`src/rtl/fetch_stage_pkg.sv`:
```
// Shared definitions for the fetch stage: word width, PC step, reset/NOP defaults,
// next-PC select encoding and the IF/ID record layout.
package fetch_stage_pkg;

  localparam int WORD_W = 32;
  localparam logic [WORD_W-1:0] PC_INC = 32'd4;
  localparam logic [WORD_W-1:0] DEFAULT_NOP_INST = 32'h0000_0000;
  localparam logic [WORD_W-1:0] DEFAULT_RESET_PC = 32'h0000_0000;
  localparam logic [WORD_W-1:0] COUNT_MAX = 32'hFFFF_FFFF;

  typedef enum logic [1:0] {
    PC_SEL_RESET,
    PC_SEL_BRANCH,
    PC_SEL_HOLD,
    PC_SEL_SEQ
  } pc_sel_e;

  typedef struct packed {
    logic [WORD_W-1:0] pc;
    logic [WORD_W-1:0] inst;
    logic              valid;
  } ifid_t;

  // Branch targets are forced onto a word boundary; the low two bits are dropped.
  function automatic logic [WORD_W-1:0] align_word(input logic [WORD_W-1:0] addr);
    return addr & ~32'd3;
  endfunction

  function automatic logic [WORD_W-1:0] sat_inc(input logic [WORD_W-1:0] value);
    return (value == COUNT_MAX) ? value : value + 32'd1;
  endfunction

endpackage

```
`src/rtl/fetch_stage_if_id_reg.sv`:
```
// IF/ID pipeline register: flush to a NOP bubble, hold while stalled, otherwise
// capture the freshly fetched instruction and its PC+4.
module if_id_reg
  import fetch_stage_pkg::*;
#(
  parameter logic [WORD_W-1:0] NOP_INST = DEFAULT_NOP_INST
) (
  input  logic              clk,
  input  logic              rst,
  input  logic              flush,
  input  logic              load,
  input  logic [WORD_W-1:0] pc_in,
  input  logic [WORD_W-1:0] inst_in,
  output logic [WORD_W-1:0] pc_out,
  output logic [WORD_W-1:0] inst_out,
  output logic              valid_out
);

  ifid_t ifid_q;
  ifid_t bubble;

  assign bubble = '{pc: '0, inst: NOP_INST, valid: 1'b0};

  // Flush beats load so a redirect discards whatever was being fetched.
  always_ff @(posedge clk) begin
    if (rst) begin
      ifid_q <= bubble;
    end else if (flush) begin
      ifid_q <= bubble;
    end else if (load) begin
      ifid_q <= '{pc: pc_in, inst: inst_in, valid: 1'b1};
    end
  end

  assign pc_out    = ifid_q.pc;
  assign inst_out  = ifid_q.inst;
  assign valid_out = ifid_q.valid;

endmodule

```
`src/rtl/fetch_stage.sv`:
```
// Instruction fetch stage: PC register, next-PC select and IF/ID register.
// Optional perf counters (fetch_count, stall_count) exist only with FETCH_PERF_EN.
module fetch_stage
  import fetch_stage_pkg::*;
#(
  parameter logic [WORD_W-1:0] RESET_PC = DEFAULT_RESET_PC,
  parameter logic [WORD_W-1:0] NOP_INST = DEFAULT_NOP_INST
) (
  input  logic              clk,
  input  logic              rst,
  input  logic              freeze,
  input  logic              branch_taken,
  input  logic [WORD_W-1:0] branch_addr,
  output logic [WORD_W-1:0] imem_addr,
  input  logic [WORD_W-1:0] imem_inst,
  output logic [WORD_W-1:0] pc_out,
  output logic [WORD_W-1:0] inst_out,
`ifdef FETCH_PERF_EN
  output logic              valid_out,
  output logic [WORD_W-1:0] fetch_count,
  output logic [WORD_W-1:0] stall_count
`else
  output logic              valid_out
`endif
);

  logic [WORD_W-1:0] pc;
  logic [WORD_W-1:0] pc_plus4;
  logic [WORD_W-1:0] pc_next;
  pc_sel_e           pc_sel;

  // Wraps naturally at 2^32 because the sum is truncated to the word width.
  assign pc_plus4  = pc + PC_INC;
  assign imem_addr = pc;

  // Redirect outranks stall so a branch resolved while frozen is never lost.
  always_comb begin
    pc_sel = PC_SEL_SEQ;
    if (rst) begin
      pc_sel = PC_SEL_RESET;
    end else if (branch_taken) begin
      pc_sel = PC_SEL_BRANCH;
    end else if (freeze) begin
      pc_sel = PC_SEL_HOLD;
    end
  end

  always_comb begin
    pc_next = pc_plus4;
    case (pc_sel)
      PC_SEL_RESET:  pc_next = RESET_PC;
      PC_SEL_BRANCH: pc_next = align_word(branch_addr);
      PC_SEL_HOLD:   pc_next = pc;
      default:       pc_next = pc_plus4;
    endcase
  end

  always_ff @(posedge clk) begin
    if (rst) begin
      pc <= RESET_PC;
    end else begin
      pc <= pc_next;
    end
  end

  if_id_reg #(
    .NOP_INST (NOP_INST)
  ) u_if_id (
    .clk       (clk),
    .rst       (rst),
    .flush     (branch_taken),
    .load      (~freeze),
    .pc_in     (pc_plus4),
    .inst_in   (imem_inst),
    .pc_out    (pc_out),
    .inst_out  (inst_out),
    .valid_out (valid_out)
  );

`ifdef FETCH_PERF_EN
  // A sequential select is exactly an edge that loads a real instruction into IF/ID.
  always_ff @(posedge clk) begin
    if (rst) begin
      fetch_count <= '0;
      stall_count <= '0;
    end else begin
      if (pc_sel == PC_SEL_SEQ) begin
        fetch_count <= sat_inc(fetch_count);
      end
      if (pc_sel == PC_SEL_HOLD) begin
        stall_count <= sat_inc(stall_count);
      end
    end
  end
`endif

endmodule
```
`config.mk`:
```
export PLATFORM = sky130hd
export DESIGN_NAME = fetch_stage
export DESIGN_NICKNAME = d
export VERILOG_FILES = /design/src/rtl/fetch_stage_pkg.sv /design/src/rtl/fetch_stage_if_id_reg.sv /design/src/rtl/fetch_stage.sv
export SDC_FILE = /design/constraint.sdc
export NUM_CORES = 1
export LEC_CHECK = 0
export CAP_MARGIN = 30
export CORE_MARGIN = 5
export CORE_UTILIZATION = 45
export CTS_CLUSTER_DIAMETER = 80
export CTS_CLUSTER_SIZE = 8
export DETAILED_ROUTE_END_ITERATION = 6
export PLACE_DENSITY = 0.8
export SYNTH_ARGS = -nofsm -noshare
export SYNTH_HDL_FRONTEND = slang
export SYNTH_SLANG_ARGS = --single-unit
export TNS_END_PERCENT = 100
```
`constraint.sdc`:
```
create_clock -name clk -period 2.78 [get_ports clk]
set_input_delay 0.556 -clock clk [delete_from_list [all_inputs] [get_ports clk]]
set_output_delay 0.556 -clock clk [all_outputs]
set_load 0.02 [all_outputs]
```
==> results.toml <==
[global_routing]
gr-total-overflow = 0
grt_start_max_net_pins = 39
grt_usage = 0.239
grt_pass1_vias = 4726
grt_pass1_wl_um = 22900
antenna_found_initial = 0

[cts]
clk_latency_ns = 0.36
cts_sinks = 93
cts_buffers = 9
cts-root-buf = "clkbuf_8"
post_cts_buffers = 0
hold_buffers = 0
path_clk_slew_ns = 0.09
clock_path_buffers = 2
htreeDepth = 3
cts_resized = 0
cts_tree = "done"

[run_status]
status = "complete, no violations"

[sta]
finalHoldViolations = 0
max_freq_ghz = 0.416
period_share = 0.864
setup_violations = 0
rsz0062_at_grt = "no"
whs_ns = 0.466
timing.setup.tns_ns = 0
fin_worst_skew_ns = 0.0127
finalWorstSetupSlack_ns = 0.378
drv_slew = 0
worst_pin_slew_ns = 0.750
maxSlewHeadroom = 0.495
fin_crit_ns = 2.40

[route]
ant_nets = 0
wirelength_um = 14400
dr_total_vias = 4711
drt_pass1_iterations = 5
wl_per_cell_um = 17.7
vias_per_cell = 5.80
drt_iter0_drc = 284
drc = 0

[setup_path]
cp_max_fo = 7
worstSetupEndpointType = "flip-flop"
criticalPathCategory = "flip-flop to flip-flop"
cp-start-kind = "flip-flop"
crit_arrival_ns = 2.68
path_delay_family = "simple AND/OR/NAND/NOR gates"
critical_path_buf_inv_count = 0
required_ns = 3.05
crit_path_top_delay_cell = "or4_4"
path_cells = "ha_1 > nand3_1 > or4_4 > or4_1 > a311oi_1"
max_stage_delay_ns = 0.62

[floorplan]
start_util = 0.462
die_h_um = 110
boundaryPins = 165
floorplan.rows = 36
dieArea_um2 = 12100
fp.dieW_um = 110
core_area_um2 = 9770

[place]
port_buffers = 158
globalplace.congestion = 0.880
placed_cell_area_um2 = 6220
hpwl_um = 10500
dp_slack_ns = 0.423

[finish]
fin_area_um2 = 6410
post-route-util = 0.656
nets = 743
drive_gt1_frac = 0.0677
num-fill-cells = 844
syn_to_final_growth_pct = 42.0
antenna_cells = 0

[synthesis]
ys_async_sr_fraction = 0
ys_warn_count = 0
yosys_most_used_dff = "dfxtp_1"
synthXorXnorAreaFrac = 0.0388
ys_types = 52
synthAdderAreaFrac = 0.00277
syn_area_per_cell_um2 = 8.48
synth_cells = 532
muxShareOfSynthArea = 0.0732
synth_compound_area_frac = 0.169
synth_top_area_frac = 0.413
synth_top_cell_by_area = "dfxtp_1"
synth_common_cells = "dfxtp_1, nor2_1, clkbuf_1"
synth_seq_cells = 93
ys_seq_area_frac = 0.413
yosys.area_share.simple = 0.243
synth_top_family_by_area = "simple AND/OR/NAND/NOR gates"
synth_edf_count = 0
synth_area_um2 = 4510
yosysMostFrequentCell = "dfxtp_1"
synth_area_leaders = "dfxtp_1, mux2i_1, nor2_1, o21ai_0, a211oi_1"

[pwr]
cellPowerDensity_nw_per_um2 = 450
leakagePower_nw = 2.24
ir_worst_vdd_uv = 260

[hold_path]
hp-class = "flip-flop to flip-flop"

[job]
cap_violations = 0
## worst paths after layout
check | startpoint | end | slack [ns] | cells past startpoint
setup / recovery | imem_addr[2]$_SDFFE_PP0P_ | imem_addr[20]$_SDFFE_PP0P_ | 0.38 | 5
hold reg to reg | u_if_id.valid_out$_SDFFE_PP0N_ | u_if_id.valid_out$_SDFFE_PP0N_ | 0.47 | 1
hold / removal | u_if_id.valid_out$_SDFFE_PP0N_ | u_if_id.valid_out$_SDFFE_PP0N_ | 0.47 | 1
setup reg to reg | imem_addr[2]$_SDFFE_PP0P_ | imem_addr[20]$_SDFFE_PP0P_ | 0.38 | 5
## layout make-up
type	instances	area (um2)	share of cell area
Clock buffer	12	155	0.0242
Clock inverter	4	32.5	0.00508
Inverter	15	56.3	0.00879
Multi-Input combinational cell	376	2390	0.373
Sequential cell	93	1860	0.291
Tap cell	133	166	0.0260
Timing Repair Buffer	179	1750	0.273
## sequential cells by signal (all words and copies together) (netlist names)
signal,cells
u_if_id.inst_out,32
imem_addr,30
u_if_id.valid_out,1
u_if_id.pc_out,30
## power breakdown
part	total (W)	leakage [nW]	switching, W	internal [W]
clock network	0.000867	0.0888	0.000489	0.000378
logic	0.000545	1.39	0.000269	0.000276
registers	0.00147	0.763	0.0000773	0.00139
total	0.00288	2.24	0.000835	0.00205
## kinds of logic (layout without fill, tap and decap cells)
logic type	count (synthesis)	count (layout)
simple gates	202	202
compound gates	116	116
flops	93	93
buf+inv	66	210
mux	33	33
xor+xnor	20	20
fa+ha+maj	1	1
other cells	1	4
## per-stage QoR
stage | cells | total power [W]
detailed placement | 796 | 0.00204
global route | 812 | 0.00301
global placement | 796 | 0.00203
finish | 812 | 0.00288
floorplan | 535 | 0.00176
CTS | 812 | 0.00289
## layer usage
metal / global-route usage / wire [um] / up-vias
met5: 0 / 0 / -
met2: 0.391 / 6800 / 228
li1: - / - / 2227
met4: 0.0985 / 289 / 0
met1: 0.291 / 5780 / 2228
met3: 0.0745 / 1490 / 28
## cells in the final DEF, fill, tap and decap left out, types with 20 or more instances in the layout
cell / Yosys / layout
buf_4: 4 / 20
nor2_1: 68 / 68
a211oi_1: 20 / 20
dfxtp_1: 93 / 93
a21oi_1: 25 / 25
o21ai_0: 33 / 33
nand2_1: 24 / 24
clkdlybuf4s50_1: 0 / 157
mux2i_1: 33 / 33
## worst reg2reg max path, stage by stage, from the launching register on
cell      delay (ns)
dfxtp_1         0.45
ha_1            0.36
nand3_1         0.22
or4_4           0.62
or4_1           0.42
a311oi_1        0.25
Power figures use the tool's default switching activity.
